File: src/rtl/loader_pkg.sv
// Shared types and constants for the program loader: FSM states, header
// field positions, memory-target encoding and the decoded header payload.
package loader_pkg;

  localparam int unsigned DATA_W = 32;
  localparam int unsigned WE_W   = 4;
  localparam int unsigned CNT_W  = 15;
  localparam int unsigned RUN_W  = 32;

  // Header word field positions
  localparam int unsigned TGT_BIT  = 31;
  localparam int unsigned LAST_BIT = 30;
  localparam int unsigned CNT_MSB  = 29;
  localparam int unsigned CNT_LSB  = 15;
  localparam int unsigned ADDR_MSB = 14;

  localparam logic TGT_INSTR = 1'b0;
  localparam logic TGT_DATA  = 1'b1;

  typedef enum logic [2:0] {
    ST_HDR     = 3'd0,
    ST_DATA    = 3'd1,
    ST_RELEASE = 3'd2,
    ST_RUN     = 3'd3,
    ST_HALT    = 3'd4
  } state_e;

  typedef struct packed {
    logic             tgt;
    logic             last;
    logic [CNT_W-1:0] cnt;
    logic [14:0]      base;
  } hdr_t;

  // Split a stream word into header fields
  function automatic hdr_t parse_hdr(input logic [DATA_W-1:0] w);
    hdr_t h;
    h.tgt  = w[TGT_BIT];
    h.last = w[LAST_BIT];
    h.cnt  = w[CNT_MSB:CNT_LSB];
    h.base = w[ADDR_MSB:0];
    return h;
  endfunction

endpackage

File: src/rtl/program_loader.sv
// program_loader: streams a header/payload word sequence into the instruction
// or data BRAM port B, holds the CPU in reset while loading, releases it after
// RELEASE_DELAY cycles and counts run cycles until the CPU raises its stop flag.
// Ports:
//   clk, reset                 clock, synchronous active-low reset
//   s_data/s_valid/s_ready     valid/ready word stream (header or payload)
//   instr_init_*/data_init_*   BRAM port-B write interfaces (addr, din, en, we)
//   cpu_reset_o                active-high CPU reset
//   cpu_stop_i, restart_i      CPU stop flag, return-to-load pulse
//   loading_o, done_o          status (loading / halted)
//   run_cycles_o               saturating count of cycles spent running
module program_loader
  import loader_pkg::*;
#(
  parameter int unsigned ADDR_W        = 15,
  parameter int unsigned RELEASE_DELAY = 4
) (
  input  logic              clk,
  input  logic              reset,
  input  logic [DATA_W-1:0] s_data,
  input  logic              s_valid,
  output logic              s_ready,
  output logic [ADDR_W-1:0] instr_init_addr,
  output logic [DATA_W-1:0] instr_init_din,
  output logic              instr_init_en,
  output logic [WE_W-1:0]   instr_init_we,
  output logic [ADDR_W-1:0] data_init_addr,
  output logic [DATA_W-1:0] data_init_din,
  output logic              data_init_en,
  output logic [WE_W-1:0]   data_init_we,
  output logic              cpu_reset_o,
  input  logic              cpu_stop_i,
  input  logic              restart_i,
  output logic              loading_o,
  output logic              done_o,
  output logic [RUN_W-1:0]  run_cycles_o
);

  localparam int unsigned REL_W = (RELEASE_DELAY > 1) ? $clog2(RELEASE_DELAY) : 1;

  state_e            state_q, state_d;
  logic              tgt_q, tgt_d;
  logic              last_q, last_d;
  logic [CNT_W-1:0]  rem_q, rem_d;
  logic [ADDR_W-1:0] addr_q, addr_d;
  logic [REL_W-1:0]  rel_cnt_q, rel_cnt_d;
  logic [RUN_W-1:0]  run_cnt_q, run_cnt_d;

  logic              s_ready_q, s_ready_d;
  logic [ADDR_W-1:0] i_addr_q, i_addr_d, d_addr_q, d_addr_d;
  logic [DATA_W-1:0] i_din_q, i_din_d, d_din_q, d_din_d;
  logic              i_en_q, i_en_d, d_en_q, d_en_d;
  logic [WE_W-1:0]   i_we_q, i_we_d, d_we_q, d_we_d;
  logic              cpu_reset_q, cpu_reset_d;
  logic              loading_q, loading_d;
  logic              done_q, done_d;

  hdr_t hdr;
  logic accept;

  assign hdr    = parse_hdr(s_data);
  // s_ready is registered, so acceptance depends only on the registered handshake
  assign accept = s_valid && s_ready_q;

  // Next-state, datapath and registered-output logic
  always_comb begin
    state_d   = state_q;
    tgt_d     = tgt_q;
    last_d    = last_q;
    rem_d     = rem_q;
    addr_d    = addr_q;
    rel_cnt_d = rel_cnt_q;
    run_cnt_d = run_cnt_q;
    i_addr_d  = i_addr_q;
    i_din_d   = i_din_q;
    i_en_d    = 1'b0;
    i_we_d    = '0;
    d_addr_d  = d_addr_q;
    d_din_d   = d_din_q;
    d_en_d    = 1'b0;
    d_we_d    = '0;

    case (state_q)
      ST_HDR: begin
        if (accept) begin
          tgt_d     = hdr.tgt;
          last_d    = hdr.last;
          rem_d     = hdr.cnt;
          addr_d    = ADDR_W'(hdr.base);
          rel_cnt_d = '0;
          if (hdr.cnt != '0) begin
            state_d = ST_DATA;
          end else if (hdr.last) begin
            state_d = ST_RELEASE;
          end
        end
      end
      ST_DATA: begin
        if (accept) begin
          if (tgt_q == TGT_INSTR) begin
            i_en_d   = 1'b1;
            i_we_d   = '1;
            i_addr_d = addr_q;
            i_din_d  = s_data;
          end else if (tgt_q == TGT_DATA) begin
            d_en_d   = 1'b1;
            d_we_d   = '1;
            d_addr_d = addr_q;
            d_din_d  = s_data;
          end
          // Address wraps naturally at 2^ADDR_W
          addr_d    = addr_q + ADDR_W'(1);
          rem_d     = rem_q - CNT_W'(1);
          rel_cnt_d = '0;
          if (rem_q == CNT_W'(1)) begin
            state_d = last_q ? ST_RELEASE : ST_HDR;
          end
        end
      end
      ST_RELEASE: begin
        if (rel_cnt_q == REL_W'(RELEASE_DELAY - 1)) begin
          state_d = ST_RUN;
        end else begin
          rel_cnt_d = rel_cnt_q + REL_W'(1);
        end
      end
      ST_RUN: begin
        if (run_cnt_q != '1) begin
          run_cnt_d = run_cnt_q + RUN_W'(1);
        end
        // restart has priority over a simultaneous stop
        if (restart_i) begin
          state_d   = ST_HDR;
          run_cnt_d = '0;
        end else if (cpu_stop_i) begin
          state_d = ST_HALT;
        end
      end
      ST_HALT: begin
        if (restart_i) begin
          state_d   = ST_HDR;
          run_cnt_d = '0;
        end
      end
      default: state_d = ST_HDR;
    endcase

    // Status outputs are registered from the next state so they align with it
    s_ready_d   = (state_d == ST_HDR) || (state_d == ST_DATA);
    loading_d   = (state_d == ST_HDR) || (state_d == ST_DATA) || (state_d == ST_RELEASE);
    done_d      = (state_d == ST_HALT);
    cpu_reset_d = !((state_d == ST_RUN) || (state_d == ST_HALT));
  end

  // State and output registers
  always_ff @(posedge clk) begin
    if (!reset) begin
      state_q     <= ST_HDR;
      tgt_q       <= 1'b0;
      last_q      <= 1'b0;
      rem_q       <= '0;
      addr_q      <= '0;
      rel_cnt_q   <= '0;
      run_cnt_q   <= '0;
      s_ready_q   <= 1'b0;
      i_addr_q    <= '0;
      i_din_q     <= '0;
      i_en_q      <= 1'b0;
      i_we_q      <= '0;
      d_addr_q    <= '0;
      d_din_q     <= '0;
      d_en_q      <= 1'b0;
      d_we_q      <= '0;
      cpu_reset_q <= 1'b1;
      loading_q   <= 1'b1;
      done_q      <= 1'b0;
    end else begin
      state_q     <= state_d;
      tgt_q       <= tgt_d;
      last_q      <= last_d;
      rem_q       <= rem_d;
      addr_q      <= addr_d;
      rel_cnt_q   <= rel_cnt_d;
      run_cnt_q   <= run_cnt_d;
      s_ready_q   <= s_ready_d;
      i_addr_q    <= i_addr_d;
      i_din_q     <= i_din_d;
      i_en_q      <= i_en_d;
      i_we_q      <= i_we_d;
      d_addr_q    <= d_addr_d;
      d_din_q     <= d_din_d;
      d_en_q      <= d_en_d;
      d_we_q      <= d_we_d;
      cpu_reset_q <= cpu_reset_d;
      loading_q   <= loading_d;
      done_q      <= done_d;
    end
  end

  assign s_ready         = s_ready_q;
  assign instr_init_addr = i_addr_q;
  assign instr_init_din  = i_din_q;
  assign instr_init_en   = i_en_q;
  assign instr_init_we   = i_we_q;
  assign data_init_addr  = d_addr_q;
  assign data_init_din   = d_din_q;
  assign data_init_en    = d_en_q;
  assign data_init_we    = d_we_q;
  assign cpu_reset_o     = cpu_reset_q;
  assign loading_o       = loading_q;
  assign done_o          = done_q;
  assign run_cycles_o    = run_cnt_q;

endmodule
File: config.mk
export PLATFORM = sky130hd
export DESIGN_NAME = program_loader
export DESIGN_NICKNAME = d
export VERILOG_FILES = /design/src/rtl/loader_pkg.sv /design/src/rtl/program_loader.sv
export SDC_FILE = /design/constraint.sdc
export NUM_CORES = 1
export LEC_CHECK = 0
export ABC_AREA = 1
export BUFFER_PORTS_ARGS = -buffer_cell sky130_fd_sc_hd__buf_4
export CAP_MARGIN = 15
export CORE_MARGIN = 5
export CORE_UTILIZATION = 58
export CTS_CLUSTER_DIAMETER = 100
export DETAILED_ROUTE_END_ITERATION = 10
export PLACE_DENSITY = 0.87
export SYNTH_ARGS = -nofsm -noshare
export SYNTH_HDL_FRONTEND = slang
export SYNTH_SLANG_ARGS = --single-unit
File: constraint.sdc
create_clock -name clk -period 3.8 [get_ports clk]
set_clock_uncertainty 0.2 [all_clocks]
set_input_delay 0.76 -clock clk [delete_from_list [all_inputs] [get_ports clk]]
set_output_delay 0.76 -clock clk [all_outputs]
set_load 0.005 [all_outputs]
==> flow_summary.toml <==
[floorplanning]
initial_core_util_pct = 59.1
row_count = 42
die_w_um = 126
fp.dieArea_um2 = 15900
core_area_um2 = 13200
die_h_um = 126
ios = 177

[route]
drc = 0
routed_wl_um = 21900
wire_per_inst_um = 14.8
drtIter0Drc = 995
via_per_inst = 5.45
drt_pass1_iterations = 5
drtAntennaViolNets = 0
num_vias = 8085

[setup_path]
crit_slowest_cell = "dfxtp_1"
critPathKind = "register to register"
slowest_delay_ps = 400
cp_top_family = "simple AND/OR/NAND/NOR gates"
cp-end-kind = "register"
crit_buf_inv = 1
required_ps = 3970
cp_common_cell = "nand2_2"
startpoint_type = "register"
worstPathCellList = "ha_1, nand2_1, nor2_2, nand3_1, nor2_2, nand2_2, nand2_2, nand2_2, nand2_4, inv_1, a21oi_1"
cp.arrival_ps = 2760
critPathMaxFanout = 21

[finish]
final_cell_mix = "nand2_1 (197), buf_4 (184), dfxtp_1 (169), nor2_1 (166), inv_1 (148)"
drive_gt1_share_pct = 17.7
layout.nets = 1336
syn2layout_area_growth_pct = 24.1
seqCellArea_um2 = 3380
multiInputGateArea_um2 = 3590
antennaDiodeCount = 0
fillers = 1099
layout_commonest_cell = "nand2_1"
final_util_pct = 73.3

[grt]
grt_pass1_vias = 7383
antenna_found_initial = 0
overflow = 0
grt_max_degree = 61
grt_pass1_wl_um = 35800
track_usage_pct = 27.1

[sta]
slew_headroom_pct = 35.1
hold_viol = 0
setup_tns_ps = 0
worst_slew_pin_slew_ps = 970
layout_setup_ws_ps = 1200
drv_slew = 0
min_period_ps = 2600
fmax_mhz = 385
finalCritPeriodShare_pct = 68.3
rsz0062_at_grt = "false"
setup_violations = 0

[job]
max-cap-violations = 0

[yosys]
yosysTopAreaCellShare_pct = 43.3
syn_inst = 1151
yosysSeqAreaShare_pct = 43.3
yosys_register_bits = 169
synthDistinctLibCells = 36
avgSynthCellArea_um2 = 6.80
synth.largest_area_cell = "dfxtp_1"
synth_fp_nets = 1193
syn_area_um2 = 7820
yosys_warnings = 0
synth_area_leaders = "dfxtp_1 (43%), nand2_1 (9.5%), o21ai_0 (9.0%)"

[placed_design]
gp_congestion = 0.937
portBuffers = 176
place_worst_setup_slack_ps = 958
dp.final_hpwl_um = 15400

[hold_path]
hold_path_class = "register to register"

[pwr]
power.leakage_uw = 0.00413
p_per_area_nw_per_um2 = 396
peakVddDrop_mv = 0.237

[cts]
cts_sinks = 169
clk_path_buf_depth = 2
clkTransAtPathRegs_ps = 70
clockRootBuffer = "clkbuf_16"
numCtsBuffers = 17
cts_resized = 0
worstSkewPairLatency_ps = 430
postCtsSetupBuffers = 0
htree_levels = 4
hold_buffers = 0
cts_tree = "built"

[status]
run_status = "finished clean"
==> state kept, by name (all words and copies together), names as in the netlist, 3 cells and up <==
name / flops
data_init_din: 32
addr_q: 15
rem_q: 15
instr_init_din: 32
data_init_addr: 15
run_cycles_o: 32
instr_init_addr: 15
state_q: 3
==> metal layers <==
layer | GRT usage, % | share of wire [%] | routed length (um) | vias up
li1 | - | - | - | 3991
met3 | 6.35 | 7.5 | 1640 | 53
met5 | 0 | 0 | 0 | -
met2 | 44.7 | 48 | 10500 | 353
met1 | 34.3 | 42 | 9170 | 3688
met4 | 11.1 | 3.1 | 673 | 0
==> final timing paths <==
kind	start	to	slack [ps]	depth (start not counted)
setup reg to reg	run_cycles_o[1]	run_cycles_o[22]	1200	11
hold reg to reg	instr_init_addr[2]	instr_init_addr[2]	250	2
hold / removal	instr_init_addr[2]	instr_init_addr[2]	250	2
setup / recovery	run_cycles_o[1]	run_cycles_o[22]	1200	11
==> worst register-to-register path, cell delays in order, from the launching register on <==
cell     delay, ps
dfxtp_1        400
ha_1           200
nand2_1         90
nor2_2         250
nand3_1        120
nor2_2         170
nand2_2        130
nand2_2        350
nand2_2        130
nand2_4        210
inv_1          160
a21oi_1        130
==> layout make-up <==
type | instances | area share (%)
multi-input combinational | 771 | 37.0
sequential | 169 | 34.9
timing repair buffer | 184 | 14.2
inverter | 151 | 5.84
clock buffer | 20 | 4.60
tap | 176 | 2.27
clock inverter | 12 | 1.19
==> synth_stat cells (all sizes together) <==
cell type  count
nand2        203
nor2         171
dfxtp        169
inv          151
o21ai        142
a21oi        122
nand3         56
clkbuf        34
buf           26
nand4         16
nor3          16
o21bai         7
a211oi         5
ha             5
a31oi          4
nand3b         3
nor3b          3
xnor2          3
and2           2
nor4           2
o211ai         2
o31ai          2
or2            2
xor2           2
a21o           1
a221oi         1
and3           1
==> through the flow <==
step	power, uW	cells	instance area (um^2)	hold slack, ps
floorplan	2080	1151	7820	233
global placement	2200	1451	9140	233
detailed placement	2210	1451	9140	238
CTS	3850	1483	9700	248
global route	3970	1483	9700	268
finish	3840	1483	9700	246
==> cells by family after synthesis <==
logic type,count (synthesis),synth area share [%]
compound gates,286,19.1
xor+xnor,5,0.560
fa+ha+maj,5,0.800
buf+inv,211,10.9
flops,169,43.3
simple gates,475,25.4
==> report_power, final <==
part,internal [uW],switching (uW),leakage (uW),total (uW)
sequential,1810,36.7,0.00137,1850
clock,927,733,0.000273,1660
combinational,125,203,0.00249,328
total,2870,973,0.00413,3840
Note: power is estimated with default switching activity, not from simulation.
